File: src/rtl/sha2_unrolled_core.sv
// SHA-256/SHA-224 compression core applying UNROLL rounds per clock, with a
// 16-word sliding message schedule that produces UNROLL new words per edge.
module sha2_unrolled_core #(
  parameter int UNROLL = 1
) (
  input  logic         clk,
  input  logic         reset_n,
  input  logic         init,
  input  logic         next,
  input  logic         mode,
  input  logic [511:0] block,
  output logic         ready,
  output logic [255:0] digest,
  output logic         digest_valid
);

  if (UNROLL != 1 && UNROLL != 2 && UNROLL != 4) begin : g_bad_unroll
    $error("sha2_unrolled_core: UNROLL must be 1, 2 or 4");
  end

  localparam logic [1:0] IDLE   = 2'd0;
  localparam logic [1:0] ROUNDS = 2'd1;
  localparam logic [1:0] DONE   = 2'd2;

  localparam logic [5:0] T_STEP = 6'(UNROLL);
  localparam logic [5:0] T_LAST = 6'(64 - UNROLL);

  localparam logic [31:0] IV256 [8] = '{
    32'h6a09e667, 32'hbb67ae85, 32'h3c6ef372, 32'ha54ff53a,
    32'h510e527f, 32'h9b05688c, 32'h1f83d9ab, 32'h5be0cd19};
  localparam logic [31:0] IV224 [8] = '{
    32'hc1059ed8, 32'h367cd507, 32'h3070dd17, 32'hf70e5939,
    32'hffc00b31, 32'h68581511, 32'h64f98fa7, 32'hbefa4fa4};

  localparam logic [31:0] K_ROM [64] = '{
    32'h428a2f98, 32'h71374491, 32'hb5c0fbcf, 32'he9b5dba5, 32'h3956c25b, 32'h59f111f1, 32'h923f82a4, 32'hab1c5ed5,
    32'hd807aa98, 32'h12835b01, 32'h243185be, 32'h550c7dc3, 32'h72be5d74, 32'h80deb1fe, 32'h9bdc06a7, 32'hc19bf174,
    32'he49b69c1, 32'hefbe4786, 32'h0fc19dc6, 32'h240ca1cc, 32'h2de92c6f, 32'h4a7484aa, 32'h5cb0a9dc, 32'h76f988da,
    32'h983e5152, 32'ha831c66d, 32'hb00327c8, 32'hbf597fc7, 32'hc6e00bf3, 32'hd5a79147, 32'h06ca6351, 32'h14292967,
    32'h27b70a85, 32'h2e1b2138, 32'h4d2c6dfc, 32'h53380d13, 32'h650a7354, 32'h766a0abb, 32'h81c2c92e, 32'h92722c85,
    32'ha2bfe8a1, 32'ha81a664b, 32'hc24b8b70, 32'hc76c51a3, 32'hd192e819, 32'hd6990624, 32'hf40e3585, 32'h106aa070,
    32'h19a4c116, 32'h1e376c08, 32'h2748774c, 32'h34b0bcb5, 32'h391c0cb3, 32'h4ed8aa4a, 32'h5b9cca4f, 32'h682e6ff3,
    32'h748f82ee, 32'h78a5636f, 32'h84c87814, 32'h8cc70208, 32'h90befffa, 32'ha4506ceb, 32'hbef9a3f7, 32'hc67178f2};

  function automatic logic [31:0] rotr(input logic [31:0] x, input int n);
    return (x >> n) | (x << (32 - n));
  endfunction

  function automatic logic [31:0] big_sigma0(input logic [31:0] x);
    return rotr(x, 2) ^ rotr(x, 13) ^ rotr(x, 22);
  endfunction

  function automatic logic [31:0] big_sigma1(input logic [31:0] x);
    return rotr(x, 6) ^ rotr(x, 11) ^ rotr(x, 25);
  endfunction

  function automatic logic [31:0] small_sigma0(input logic [31:0] x);
    return rotr(x, 7) ^ rotr(x, 18) ^ (x >> 3);
  endfunction

  function automatic logic [31:0] small_sigma1(input logic [31:0] x);
    return rotr(x, 17) ^ rotr(x, 19) ^ (x >> 10);
  endfunction

  function automatic logic [31:0] k_rom(input logic [5:0] idx);
    return K_ROM[idx];
  endfunction

  logic [1:0]  state;
  logic [5:0]  t_reg;
  logic        mode_reg;
  logic [31:0] h_reg  [8];
  logic [31:0] st_reg [8];
  logic [31:0] w_reg  [16];

  logic [31:0] w_ext  [16+UNROLL];
  logic [31:0] st_rnd [UNROLL+1][8];
  logic [31:0] t1_c   [UNROLL];
  logic [31:0] t2_c   [UNROLL];

  // Combinational cascade: schedule extension, then UNROLL chained rounds
  always_comb begin
    for (int i = 0; i < 16; i++) w_ext[i] = w_reg[i];
    for (int j = 0; j < UNROLL; j++)
      w_ext[16+j] = small_sigma1(w_ext[14+j]) + w_ext[9+j]
                  + small_sigma0(w_ext[1+j]) + w_ext[j];
    for (int k = 0; k < 8; k++) st_rnd[0][k] = st_reg[k];
    for (int i = 0; i < UNROLL; i++) begin
      t1_c[i] = st_rnd[i][7] + big_sigma1(st_rnd[i][4])
              + ((st_rnd[i][4] & st_rnd[i][5]) ^ (~st_rnd[i][4] & st_rnd[i][6]))
              + k_rom(t_reg + 6'(i)) + w_ext[i];
      t2_c[i] = big_sigma0(st_rnd[i][0])
              + ((st_rnd[i][0] & st_rnd[i][1]) ^ (st_rnd[i][0] & st_rnd[i][2])
                 ^ (st_rnd[i][1] & st_rnd[i][2]));
      st_rnd[i+1][0] = t1_c[i] + t2_c[i];
      st_rnd[i+1][1] = st_rnd[i][0];
      st_rnd[i+1][2] = st_rnd[i][1];
      st_rnd[i+1][3] = st_rnd[i][2];
      st_rnd[i+1][4] = st_rnd[i][3] + t1_c[i];
      st_rnd[i+1][5] = st_rnd[i][4];
      st_rnd[i+1][6] = st_rnd[i][5];
      st_rnd[i+1][7] = st_rnd[i][6];
    end
  end

  // Register stage: FSM, working state, schedule window and chaining values
  always_ff @(posedge clk) begin
    if (!reset_n) begin
      state        <= IDLE;
      t_reg        <= '0;
      mode_reg     <= 1'b0;
      digest_valid <= 1'b0;
      for (int i = 0; i < 8; i++) begin
        h_reg[i]  <= '0;
        st_reg[i] <= '0;
      end
      for (int i = 0; i < 16; i++) w_reg[i] <= '0;
    end else begin
      case (state)
        IDLE: begin
          if (init || next) begin
            if (init) begin
              mode_reg <= mode;
              for (int i = 0; i < 8; i++) begin
                h_reg[i]  <= mode ? IV224[i] : IV256[i];
                st_reg[i] <= mode ? IV224[i] : IV256[i];
              end
            end else begin
              for (int i = 0; i < 8; i++) st_reg[i] <= h_reg[i];
            end
            for (int i = 0; i < 16; i++) w_reg[i] <= block[511-32*i -: 32];
            t_reg        <= '0;
            digest_valid <= 1'b0;
            state        <= ROUNDS;
          end
        end
        ROUNDS: begin
          for (int i = 0; i < 8; i++)  st_reg[i] <= st_rnd[UNROLL][i];
          for (int i = 0; i < 16; i++) w_reg[i]  <= w_ext[i+UNROLL];
          t_reg <= t_reg + T_STEP;
          if (t_reg == T_LAST) state <= DONE;
        end
        DONE: begin
          for (int i = 0; i < 8; i++) h_reg[i] <= h_reg[i] + st_reg[i];
          digest_valid <= 1'b1;
          state        <= IDLE;
        end
        default: state <= IDLE;
      endcase
    end
  end

  assign ready  = (state == IDLE);
  assign digest = {h_reg[0], h_reg[1], h_reg[2], h_reg[3], h_reg[4], h_reg[5],
                   h_reg[6], mode_reg ? 32'h0 : h_reg[7]};

endmodule

File: config.mk
export PLATFORM = sky130hd
export DESIGN_NAME = sha2_unrolled_core
export DESIGN_NICKNAME = d
export VERILOG_FILES = /design/src/rtl/sha2_unrolled_core.sv
export SDC_FILE = /design/constraint.sdc
export NUM_CORES = 2
export LEC_CHECK = 0
export CAP_MARGIN = 20
export CORE_ASPECT_RATIO = 0.5
export CORE_MARGIN = 2
export CORE_UTILIZATION = 45
export CTS_BUF_LIST = sky130_fd_sc_hd__clkbuf_8
export DETAILED_ROUTE_END_ITERATION = 10
export PLACE_DENSITY = 0.69
export SYNTH_ARGS = -nofsm -noshare
export SYNTH_HDL_FRONTEND = slang
export SYNTH_SLANG_ARGS = --single-unit
File: constraint.sdc
create_clock -name clk -period 18.12 [get_ports clk]
set_input_delay 1.812 -clock clk [delete_from_list [all_inputs] [get_ports clk]]
set_output_delay 1.812 -clock clk [all_outputs]
set_load 0.01 [all_outputs]
==> results.toml <==
[routing]
finalWirelength_mm = 289
vias = 58400
drt_iter0_drc = 8589
ant_nets = 0
viasPerCell = 6.30
wire_per_inst_um = 31.2
drc = 0
first_pass_iters = 8

[yosys]
yosysTopAreaCell = "edfxtp_1"
yosys_warnings = 0
synth_edf_count = 1010
ys_types = 82
synth_ff_type = "edfxtp_1"
syn_nets = 7649
synth_top_family_by_area = "compound AO/OA/AOI/OAI gates"
synth-async-reset-ratio = 0
syn_area_per_cell_um2 = 10.6
synthSimpleGateAreaFrac = 0.0812
synth-adder-area-share = 0.127
synthMuxAreaShare = 0.00731
synth_compound_area_frac = 0.219
synthCells = 6544
yosysSeqAreaShare = 0.443
synthXorXnorAreaFrac = 0.0734
synthTopCellsByArea = "edfxtp_1 (44%), ha_1 (7.1%), a22o_1 (6.6%)"
synth_area_um2 = 69500
ys_ff_latch = 1034
synthDominantCellAreaShare = 0.436

[floorplan]
io_pins = 775
start_util = 0.456
die_area_um2 = 158000
die_y_um = 282
rows = 101
core_area_um2 = 153000
die_w_um = 560

[sta]
period_needed_ns = 10.35
worst_slew_pin_slew_ns = 1.34
final-hold-violation-count = 0
skew_ns = 0.100
max-slew-margin-rel = 0.0978
max_freq_ghz = 0.0966
setup_violations = 0
rsz0062_at_grt = "no"
min_period_over_period = 0.571
slew_viol_final = 0
setup_slack_ns = 7.77
fin_tns_setup_ns = 0

[setup_path]
critPathSlowestCell = "a311oi_1"
cp_data_required_time_ns = 18.83
critical_path.max_fanout = 14
slowest_delay_ns = 0.77
crit_path_frequent_cell = "a21oi_1"
endpoint_kind = "register"
cp.arrival_ns = 11.07
r2r.worst_path.cells = 40
reg2reg_to = "st_reg[0][31]"
worstSetupPathType = "reg2reg"
regToRegSetupSlack_ns = 7.77
worstSetupStartpointType = "register"
r2r_start = "t_reg[1]"

[finish]
largest_reg_flops = 512
drive_above_1_share = 0.0523
final_cells = 9273
syn2layout_area_growth_pct = 17.2
fill_cells = 13600
final_util = 0.534
fin_nets = 8169

[clock_tree]
cts.root.buffer_cell = "clkbuf_8"
post_cts_resized = 0
cts_tree = "done"
post_cts_buffers = 0
clk_pin_slew_worst_paths_ns = 0.07
cts-htree-levels = 4
clock_sinks = 1034
ctsHoldBuffers = 0
clockBufferDepth = 4
cts_buffers = 166
clkLatencyLatePin_ns = 0.93

[grt]
grt_first_pass_wirelength_mm = 399
antenna_found_initial = 50
grt_remaining_overflow = 0
grt_util_all_layers = 0.351
grt_start_max_net_pins = 183
first_global_vias = 53800

[place]
dpl.hpwl_mm = 220
portBuffers = 774
place_ws_ns = 8.15
dp.cells = 8956
gp_congestion = 1.09

[status]
status = "finished, final reports clean"

[run]
max_cap_viol_count = 0

[hold_path]
hp-start = "digest_valid"
holdPathEnd = "digest_valid"
min_delay_path_depth = 2
hold_class = "reg2reg"
## worst max path at each step
stage / startpoint / end / cells past startpoint
2_1_floorplan: t_reg[1] / st_reg[0][31] / 40
3_3_place_gp: t_reg[1] / st_reg[0][31] / 38
3_5_place_dp: t_reg[1] / st_reg[0][31] / 40
4_1_cts: t_reg[1] / st_reg[0][31] / 38
5_1_grt: t_reg[1] / st_reg[0][31] / 38
6_report: t_reg[1] / st_reg[0][31] / 40
## metrics by stage
step                instance area [µm²]  hold WS [ns]
global route                      81400         0.485
CTS                               81400         0.471
detailed placement                78300         0.461
finish                            81400         0.464
floorplan                         69500         0.478
global placement                  78300         0.444
## synth_stat cells (all sizes together) (10+ instances only)
master	number
dfxtp	24
o22ai	10
o2111ai	15
o221ai	13
o21ai	525
xor2	213
a211oi	80
and3	27
mux2	24
a21oi	518
fa	195
a31oi	45
inv	301
nand2b	62
and2	19
a21o	175
or2	19
o21bai	48
o31ai	32
nand4	27
a221oi	13
xnor2	364
nand2	440
nor2	379
a221o	33
a2111oi	10
clkbuf	364
or3	15
nor3	82
o31a	12
a22o	527
edfxtp	1010
buf	128
nand3	68
a31o	10
o21a	60
o41ai	12
o211ai	28
o311ai	16
ha	393
a211o	18
mux2i	17
nor2b	69
## placed cells by master (no fill, tap or decap), types with 44 or more instances in the layout
| cell | netlist | layout |
|---|---|---|
| nand2_1 | 440 | 430 |
| xnor2_1 | 364 | 364 |
| a31oi_1 | 45 | 44 |
| o21bai_1 | 48 | 48 |
| a21oi_1 | 518 | 518 |
| xor2_1 | 213 | 213 |
| nand2b_1 | 62 | 61 |
| nor3_1 | 82 | 82 |
| buf_4 | 96 | 65 |
| edfxtp_1 | 1010 | 1010 |
| ha_1 | 393 | 393 |
| nor2b_1 | 69 | 67 |
| o21a_1 | 60 | 60 |
| fa_1 | 195 | 195 |
| clkdlybuf4s50_1 | 0 | 774 |
| a21o_1 | 173 | 173 |
| nor2_1 | 379 | 374 |
| a22o_1 | 527 | 527 |
| clkbuf_8 | 0 | 173 |
| inv_1 | 300 | 352 |
| o21ai_0 | 520 | 519 |
| a211oi_1 | 80 | 80 |
| nand3_1 | 68 | 65 |
## area by class of cell
| type | instances | area [µm²] | share of cell area |
|---|---|---|---|
| antenna | 27 | 67.6 | 0.000830 |
| clock buffer | 173 | 2380 | 0.0292 |
| clock inverter | 117 | 647 | 0.00794 |
| inverter | 302 | 1130 | 0.0139 |
| multi-input combinational | 4716 | 35500 | 0.436 |
| sequential | 1034 | 30800 | 0.378 |
| tap | 2060 | 2580 | 0.0316 |
| timing repair buffer | 844 | 8340 | 0.102 |
## critical path: cells and delay by family (launching register included)
| family | cells | cell delay [ns] |
|---|---|---|
| AOI/OAI and AO/OA | 19 | 4.42 |
| adders and majority gates | 8 | 3.53 |
| and+or+nand+nor | 6 | 0.91 |
| buffers and inverters | 5 | 0.61 |
| xor gates and xnor gates | 2 | 0.40 |
| DFF | 1 | 0.34 |
## cell families (layout without fill, tap and decap cells)
family	after synthesis	count (layout)
compound gates	2253	2253
simple gates	1250	1250
flops	1034	1034
buf+inv	794	1436
fa+ha+maj	590	590
xor+xnor	579	579
mux	44	44
other cells	0	27
## routing by layer
layer,wire length (µm),GRT usage,vias up
met2,121000,0.498,3658
met4,10600,0.117,22
met1,117000,0.493,28800
met3,39700,0.126,658
li1,-,-,25300
met5,497,0.0113,-
Power is not shown: default switching activity piles up to over one toggle a cycle in this logic, so the estimate is an artifact.
